==> config.mk <==
export PLATFORM = sky130hd
export DESIGN_NAME = vending_machine_mc_flat
export DESIGN_NICKNAME = d
export VERILOG_FILES = /design/src/rtl/vm_pkg.sv /design/src/rtl/vending_machine_mc_if.sv /design/src/rtl/vm_change_payout.sv /design/src/rtl/vending_machine_mc.sv /design/src/flat_wrapper.sv
export SDC_FILE = /design/constraint.sdc
export NUM_CORES = 1
export LEC_CHECK = 0
export ABC_CLOCK_PERIOD_IN_PS = 6700
export CAP_MARGIN = 40
export CORE_ASPECT_RATIO = 1.5
export CORE_UTILIZATION = 48
export CTS_BUF_LIST = sky130_fd_sc_hd__clkbuf_4 sky130_fd_sc_hd__clkbuf_8 sky130_fd_sc_hd__clkbuf_16
export DETAILED_ROUTE_END_ITERATION = 10
export PLACE_DENSITY_LB_ADDON = 0.05
export SLEW_MARGIN = 20
export SYNTH_ARGS = -nofsm -noshare
export SYNTH_HDL_FRONTEND = slang
export SYNTH_SLANG_ARGS = --single-unit
==> constraint.sdc <==
create_clock -name CLK -period 6.7 [get_ports CLK]
set_input_delay 1.675 -clock CLK [delete_from_list [all_inputs] [get_ports CLK]]
set_output_delay 1.675 -clock CLK [all_outputs]
set_load 0.02 [all_outputs]
==> src/rtl/vm_pkg.sv <==
// vm_pkg: shared FSM states, coin values/codes and the greedy change helper
// used by the vending controller and its payout unit.
package vm_pkg;

  typedef enum logic [1:0] {
    READY  = 2'd0,
    SALE   = 2'd1,
    VEND   = 2'd2,
    CHANGE = 2'd3
  } vm_state_e;

  localparam int unsigned VAL_100 = 100;
  localparam int unsigned VAL_50  = 50;
  localparam int unsigned VAL_10  = 10;
  localparam int unsigned VAL_5   = 5;

  localparam logic [1:0] CODE_100 = 2'd0;
  localparam logic [1:0] CODE_50  = 2'd1;
  localparam logic [1:0] CODE_10  = 2'd2;
  localparam logic [1:0] CODE_5   = 2'd3;

  // Largest coin not exceeding value; callers only ask with value >= 5.
  function automatic logic [1:0] largest_coin(input int unsigned value);
    if (value >= VAL_100) return CODE_100;
    if (value >= VAL_50)  return CODE_50;
    if (value >= VAL_10)  return CODE_10;
    return CODE_5;
  endfunction

  function automatic int unsigned coin_value(input logic [1:0] code);
    unique case (code)
      CODE_100: return VAL_100;
      CODE_50:  return VAL_50;
      CODE_10:  return VAL_10;
      default:  return VAL_5;
    endcase
  endfunction

endpackage

==> src/rtl/vending_machine_mc_if.sv <==
// vending_machine_mc_if: customer/actuator signal bundle of the vending controller;
// slave modport for the controller, master modport for whoever drives it.
interface vending_machine_mc_if #(
  parameter int MONEY_W = 8,
  parameter int SEL_W   = 2
);
  logic               Enable;
  logic [SEL_W-1:0]   Select;
  logic               Cancel;
  logic               OneDollar;
  logic               FiftyCents;
  logic               TenCents;
  logic               FiveCents;
  logic               Deliver;
  logic [SEL_W-1:0]   Item;
  logic [MONEY_W-1:0] Money;
  logic               ChangeValid;
  logic [1:0]         ChangeCoin;
  logic               CoinReject;
  logic               Busy;

  modport slave (
    input  Enable, Select, Cancel, OneDollar, FiftyCents, TenCents, FiveCents,
    output Deliver, Item, Money, ChangeValid, ChangeCoin, CoinReject, Busy
  );

  modport master (
    output Enable, Select, Cancel, OneDollar, FiftyCents, TenCents, FiveCents,
    input  Deliver, Item, Money, ChangeValid, ChangeCoin, CoinReject, Busy
  );
endinterface

==> src/rtl/vm_change_payout.sv <==
// vm_change_payout: loads an amount and pays it out greedily, one registered coin
// per cycle; done_o is high together with the last coin.
module vm_change_payout
  import vm_pkg::*;
#(
  parameter int MONEY_W = 8
) (
  input  logic               clk,
  input  logic               rst_n,
  input  logic               load_i,
  input  logic [MONEY_W-1:0] amount_i,
  output logic               valid_o,
  output logic [1:0]         coin_o,
  output logic               done_o
);

  logic [MONEY_W-1:0] rem_q, rem_d, src, coinAmt;
  logic               valid_q, valid_d, done_q, done_d;
  logic [1:0]         coin_q, coin_d;

  // The first coin is taken straight from the loaded amount so it appears one cycle after load.
  always_comb begin
    src     = load_i ? amount_i : rem_q;
    rem_d   = '0;
    valid_d = 1'b0;
    coin_d  = 2'd0;
    done_d  = 1'b0;
    coinAmt = '0;
    if (src != '0) begin
      coin_d  = largest_coin(32'(src));
      coinAmt = MONEY_W'(coin_value(coin_d));
      rem_d   = (src >= coinAmt) ? src - coinAmt : '0;
      valid_d = 1'b1;
      done_d  = (rem_d == '0);
    end
  end

  always_ff @(posedge clk or negedge rst_n) begin
    if (!rst_n) begin
      rem_q   <= '0;
      valid_q <= 1'b0;
      coin_q  <= 2'd0;
      done_q  <= 1'b0;
    end else begin
      rem_q   <= rem_d;
      valid_q <= valid_d;
      coin_q  <= coin_d;
      done_q  <= done_d;
    end
  end

  assign valid_o = valid_q;
  assign coin_o  = coin_q;
  assign done_o  = done_q;

endmodule

==> src/rtl/vending_machine_mc.sv <==
// vending_machine_mc: multi-item vending FSM with credit accumulator, price table and change payout.
// Build macro VM_TIMEOUT_EN adds an idle timer in SALE that refunds like Cancel.
module vending_machine_mc
  import vm_pkg::*;
#(
  parameter int MONEY_W   = 8,
  parameter int NUM_ITEMS = 4,
  parameter int SEL_W     = $clog2(NUM_ITEMS),
  parameter logic [NUM_ITEMS*MONEY_W-1:0] PRICES = {8'd125, 8'd100, 8'd75, 8'd45}
`ifdef VM_TIMEOUT_EN
  ,
  parameter int TIMEOUT_CYC = 1000
`endif
) (
  input logic                 CLK,
  input logic                 RST,
  vending_machine_mc_if.slave bus
);

  vm_state_e          state_q, state_d;
  logic [SEL_W-1:0]   item_q, item_d;
  logic [MONEY_W-1:0] credit_q, credit_d;
  logic               deliver_q, deliver_d, reject_q, reject_d, busy_q;
  logic [MONEY_W-1:0] price, coinVal, payAmount;
  logic [MONEY_W:0]   sum;
  logic               coinAny, coinAccept, abort, timeout, payLoad, payDone;

  assign coinAny = bus.OneDollar | bus.FiftyCents | bus.TenCents | bus.FiveCents;

  always_comb begin
    coinVal = MONEY_W'(VAL_5);
    if (bus.OneDollar)       coinVal = MONEY_W'(VAL_100);
    else if (bus.FiftyCents) coinVal = MONEY_W'(VAL_50);
    else if (bus.TenCents)   coinVal = MONEY_W'(VAL_10);
  end

  // One extra bit on the sum exposes credit overflow without wrapping.
  assign sum   = {1'b0, credit_q} + {1'b0, coinVal};
  assign price = PRICES[int'(item_q)*MONEY_W +: MONEY_W];
  assign abort = bus.Cancel | timeout;

`ifdef VM_TIMEOUT_EN
  localparam int TIMER_W = $clog2(TIMEOUT_CYC + 1);
  logic [TIMER_W-1:0] timer_q, timer_d;

  assign timeout = (state_q == SALE) && (timer_q == TIMER_W'(TIMEOUT_CYC));

  always_comb begin
    timer_d = '0;
    if (state_q == SALE && !coinAccept && !timeout) timer_d = timer_q + 1'b1;
  end

  always_ff @(posedge CLK or negedge RST) begin
    if (!RST) timer_q <= '0;
    else      timer_q <= timer_d;
  end
`else
  assign timeout = 1'b0;
`endif

  always_comb begin
    state_d    = state_q;
    item_d     = item_q;
    credit_d   = credit_q;
    deliver_d  = 1'b0;
    reject_d   = 1'b0;
    coinAccept = 1'b0;
    payLoad    = 1'b0;
    payAmount  = credit_q;
    unique case (state_q)
      READY: begin
        credit_d = '0;
        reject_d = coinAny;
        if (bus.Enable) begin
          item_d  = (int'(bus.Select) >= NUM_ITEMS) ? SEL_W'(NUM_ITEMS - 1) : bus.Select;
          state_d = SALE;
        end
      end
      SALE: begin
        if (abort) begin
          credit_d = '0;
          payLoad  = (credit_q != '0);
          state_d  = (credit_q != '0) ? CHANGE : READY;
        end else if (credit_q >= price) begin
          state_d   = VEND;
          deliver_d = 1'b1;
          reject_d  = coinAny;
        end else if (coinAny) begin
          if (sum[MONEY_W]) begin
            reject_d = 1'b1;
          end else begin
            credit_d   = sum[MONEY_W-1:0];
            coinAccept = 1'b1;
          end
        end
      end
      VEND: begin
        reject_d  = coinAny;
        credit_d  = '0;
        payAmount = credit_q - price;
        payLoad   = (payAmount != '0);
        state_d   = (payAmount != '0) ? CHANGE : READY;
      end
      CHANGE: begin
        reject_d = coinAny;
        if (payDone) state_d = READY;
      end
      default: state_d = READY;
    endcase
  end

  always_ff @(posedge CLK or negedge RST) begin
    if (!RST) begin
      state_q   <= READY;
      item_q    <= '0;
      credit_q  <= '0;
      deliver_q <= 1'b0;
      reject_q  <= 1'b0;
      busy_q    <= 1'b0;
    end else begin
      state_q   <= state_d;
      item_q    <= item_d;
      credit_q  <= credit_d;
      deliver_q <= deliver_d;
      reject_q  <= reject_d;
      busy_q    <= (state_d != READY);
    end
  end

  vm_change_payout #(.MONEY_W(MONEY_W)) uPayout (
    .clk      (CLK),
    .rst_n    (RST),
    .load_i   (payLoad),
    .amount_i (payAmount),
    .valid_o  (bus.ChangeValid),
    .coin_o   (bus.ChangeCoin),
    .done_o   (payDone)
  );

  assign bus.Deliver    = deliver_q;
  assign bus.Item       = item_q;
  assign bus.Money      = credit_q;
  assign bus.CoinReject = reject_q;
  assign bus.Busy       = busy_q;

endmodule

==> src/flat_wrapper.sv <==
// flat-port wrapper written by rule: the top's interface ports become plain ports
module vending_machine_mc_flat import vm_pkg::*;
#(
  parameter int MONEY_W   = 8,
  parameter int NUM_ITEMS = 4,
  parameter int SEL_W     = $clog2(NUM_ITEMS),
  parameter logic [NUM_ITEMS*MONEY_W-1:0] PRICES = {8'd125, 8'd100, 8'd75, 8'd45}

)
  (CLK, RST, bus_Enable, bus_Select, bus_Cancel, bus_OneDollar, bus_FiftyCents, bus_TenCents, bus_FiveCents, bus_Deliver, bus_Item, bus_Money, bus_ChangeValid, bus_ChangeCoin, bus_CoinReject, bus_Busy);
  vending_machine_mc_if #(.MONEY_W(MONEY_W), .SEL_W(SEL_W)) bus_i ();
  input logic CLK;
  input logic RST;
  input wire logic [$bits(bus_i.Enable)-1:0] bus_Enable;
  input wire logic [$bits(bus_i.Select)-1:0] bus_Select;
  input wire logic [$bits(bus_i.Cancel)-1:0] bus_Cancel;
  input wire logic [$bits(bus_i.OneDollar)-1:0] bus_OneDollar;
  input wire logic [$bits(bus_i.FiftyCents)-1:0] bus_FiftyCents;
  input wire logic [$bits(bus_i.TenCents)-1:0] bus_TenCents;
  input wire logic [$bits(bus_i.FiveCents)-1:0] bus_FiveCents;
  output wire logic [$bits(bus_i.Deliver)-1:0] bus_Deliver;
  output wire logic [$bits(bus_i.Item)-1:0] bus_Item;
  output wire logic [$bits(bus_i.Money)-1:0] bus_Money;
  output wire logic [$bits(bus_i.ChangeValid)-1:0] bus_ChangeValid;
  output wire logic [$bits(bus_i.ChangeCoin)-1:0] bus_ChangeCoin;
  output wire logic [$bits(bus_i.CoinReject)-1:0] bus_CoinReject;
  output wire logic [$bits(bus_i.Busy)-1:0] bus_Busy;
  assign bus_i.Enable = bus_Enable;
  assign bus_i.Select = bus_Select;
  assign bus_i.Cancel = bus_Cancel;
  assign bus_i.OneDollar = bus_OneDollar;
  assign bus_i.FiftyCents = bus_FiftyCents;
  assign bus_i.TenCents = bus_TenCents;
  assign bus_i.FiveCents = bus_FiveCents;
  assign bus_Deliver = bus_i.Deliver;
  assign bus_Item = bus_i.Item;
  assign bus_Money = bus_i.Money;
  assign bus_ChangeValid = bus_i.ChangeValid;
  assign bus_ChangeCoin = bus_i.ChangeCoin;
  assign bus_CoinReject = bus_i.CoinReject;
  assign bus_Busy = bus_i.Busy;
  vending_machine_mc #(.MONEY_W(MONEY_W), .NUM_ITEMS(NUM_ITEMS), .SEL_W(SEL_W), .PRICES(PRICES)) u_core (.CLK(CLK), .RST(RST), .bus(bus_i));
endmodule
==> flow_metrics.env <==
export IMPL_io_pins=26
export IMPL_worst_path_max_fanout=10
export IMPL_wirelength_mm=7.664
export IMPL_tns_ps=0
export IMPL_fp_row_count=34
export IMPL_syn_nets=380
export IMPL_cts_sinks=27
export IMPL_min_period_over_period_pct=93.51
export IMPL_crit_path_end_kind="flip-flop"
export IMPL_area_growth_pct=14.90
export IMPL_cts_tree="done"
export IMPL_die_y_um=97.14
export IMPL_port_buffers=25
export IMPL_path_clk_slew_ps=100
export IMPL_syn_inst=338
export IMPL_yosys_top_cells_count="29 x ha_1, 29 x inv_1, 29 x nor2_1"
export IMPL_n_fill_cell=565
export IMPL_post_cts_buffers=0
export IMPL_syn_area_mm2=0.002897
export IMPL_cts_repair_resized=0
export IMPL_ys_top_cells_by_area="dfrtp_1 23%, ha_1 13%, xnor2_1 3.9%"
export IMPL_grt_pass1_wl_mm=12.65
export IMPL_post_route_min_period_ps=6265
export IMPL_rsz0062_at_grt="no"
export IMPL_track_usage_pct=25.96
export IMPL_cp_start_kind="flip-flop"
export IMPL_cts_path_max_buffers=2
export IMPL_hpwlAfterDp_mm=6.240
export IMPL_finalSetupViolations=0
export IMPL_initial_core_util_pct=49.70
export IMPL_cp_arrival_ps=6420
export IMPL_cap_violations=0
export IMPL_cts_hold_buf=0
export IMPL_ys_seq_elements=27
export IMPL_globalRoute_totalOverflow=0
export IMPL_grt_antenna_before_repair=0
export IMPL_vias=2540
export IMPL_avgViaCountPerCell=5.773
export IMPL_outcome="completed"
export IMPL_synth_edf_count=0
export IMPL_syn_area_per_cell_um2=8.570
export IMPL_drive_gt1_share_pct=11.68
export IMPL_grt_max_degree=28
export IMPL_insertedDiodeCount=0
export IMPL_crit_required_ps=6860
export IMPL_tightest_slew_ps=677.6
export IMPL_async_flop_share_pct=100.0
export IMPL_fmax_mhz=159.6
export IMPL_wl_per_cell_um=17.42
export IMPL_critical_path_class="reg -> reg"
export IMPL_dr_pass1_iters=4
export IMPL_hold_class="reg -> reg"
export IMPL_htreeDepth=1
export IMPL_slew_headroom_pct=54.48
export IMPL_synth_top_area_share_pct=23.33
export IMPL_yosysTopAreaCell="dfrtp_1"
export IMPL_cts_buffers=3
export IMPL_hold_viol=0
export IMPL_drtAntennaViolNets=0
export IMPL_drtIter0Drc=122
export IMPL_coreArea_mm2=0.005828
export IMPL_yosysWarnings=0
export IMPL_synthDistinctLibCells=66
export IMPL_dieArea_mm2=0.006355
export IMPL_fp_dieW_um=65.43
export IMPL_cts_root_buf="clkbuf_8"
export IMPL_fin_skew_ps=7.375
export IMPL_clkLatencyLatePin_ps=280
export IMPL_drv_slew=0
export IMPL_gp_congestion=0.8908
export IMPL_grt_pass1_vias=2616
export IMPL_drc_errors=0
export IMPL_nets=411
export IMPL_synth_ff_type="dfrtp_1"
export IMPL_ys_seq_area_share_pct=23.33
-- worst paths after layout --
kind / end / startpoint / slack [ps] / depth (start not counted)
worst max register to register: u_core.uPayout.rem_q[4]$_DFF_PN0_ / u_core.bus.Item[0]$_DFFE_PN0P_ / 430 / 21
max in group asynchronous: u_core.uPayout.done_o$_DFF_PN0_ / RST / 4650 / 2
min in group asynchronous: u_core.bus.Money[0]$_DFFE_PN0P_ / RST / 1780 / 2
worst min-delay path: u_core.bus.Money[6]$_DFFE_PN0P_ / u_core.bus.Money[6]$_DFFE_PN0P_ / 650 / 2
worst min register to register: u_core.bus.Money[6]$_DFFE_PN0P_ / u_core.bus.Money[6]$_DFFE_PN0P_ / 650 / 2
worst max-delay path: u_core.uPayout.rem_q[4]$_DFF_PN0_ / u_core.bus.Item[0]$_DFFE_PN0P_ / 430 / 21
-- state kept, by name, indices dropped and copies added, names as in the netlist --
signal                  count
u_core.uPayout.valid_o      1
u_core.uPayout.rem_q        8
u_core.bus.Item             2
u_core.bus.Deliver          1
u_core.uPayout.done_o       1
u_core.bus.Busy             1
u_core.bus.CoinReject       1
u_core.state_q              2
u_core.uPayout.coin_o       2
u_core.bus.Money            8
-- cell type report --
cell class                 count  area, um2  area share (%)
multi-input combinational    267       2023           60.79
tap                           72      90.09           2.707
clock buffer                   4      48.80           1.466
inverter                      30      115.1           3.459
timing repair buffer          40      375.4           11.28
sequential                    27      675.6           20.30
-- kinds of logic (layout without fill, tap and decap cells) --
| group | count (synthesis) | in the layout | share of synthesized area (%) |
|---|---|---|---|
| AO/OA/AOI/OAI | 83 | 83 | 19.96 |
| XOR/XNOR | 20 | 20 | 6.998 |
| adder cells (fa/ha/maj) | 35 | 35 | 15.68 |
| buffers and inverters | 44 | 74 | 6.825 |
| flip-flops | 27 | 27 | 23.33 |
| multiplexers | 17 | 17 | 6.609 |
| AND/OR/NAND/NOR | 112 | 112 | 20.60 |
-- worst max-delay path, stage by stage (launching register included) --
cell and delay, ps:
dfrtp_1 440, or2b_1 290, ha_1 210, fa_1 450, nand4bb_1 210, o2111ai_1 230
a211oi_1 200, nor4_2 360, a31oi_1 200, buf_12 190, mux2_4 310, or3_4 400
and3_4 180, a221oi_2 200, nor2_1 70, ha_1 320, fa_1 420, a21o_1 170
maj3_1 340, a2111oi_0 460, or2_1 350, nor2_1 110
-- layout by cell type (no fill, tap or decap), types with 5 or more instances in the layout --
| master | count |
|---|---|
| and2_1 | 6 |
| nand2_1 | 25 |
| nand3_1 | 8 |
| ha_1 | 29 |
| mux2_2 | 5 |
| a211oi_1 | 5 |
| inv_1 | 29 |
| a21oi_1 | 14 |
| nand2b_1 | 5 |
| clkdlybuf4s50_1 | 25 |
| mux2i_1 | 9 |
| nor2b_1 | 8 |
| o21ai_0 | 18 |
| xnor2_1 | 13 |
| nor2_1 | 29 |
| dfrtp_1 | 27 |
| a21o_1 | 11 |
| buf_4 | 14 |
| xor2_1 | 5 |
-- stage by stage --
stage          utilization [%]  area (um2)  hold WS (ps)  setup WS, ps  instances
2_1_floorplan                -        2897         574.8         805.8        338
3_3_place_gp             56.14        3272         622.1         237.7        435
3_5_place_dp             56.27        3279         641.3         190.5        436
4_1_cts                  57.11        3328         656.1         454.3        440
5_1_grt                  57.11        3328         689.4         62.39        440
6_report                 57.11        3328         651.4         434.5        440
-- metal layers --
layer / share of wire [%] / wire [um] / vias to the layer above / GRT usage [%]
met1: 37 / 2806 / 1217 / 25.74
met4: 4.0 / 303 / 0 / 13.71
li1: - / - / 1255 / -
met3: 1.8 / 139 / 20 / 1.526
met2: 58 / 4415 / 48 / 50.83
met5: 0 / 0 / - / 0
Power is not shown: default switching activity piles up to over one toggle a cycle in this logic, so the estimate is an artifact.
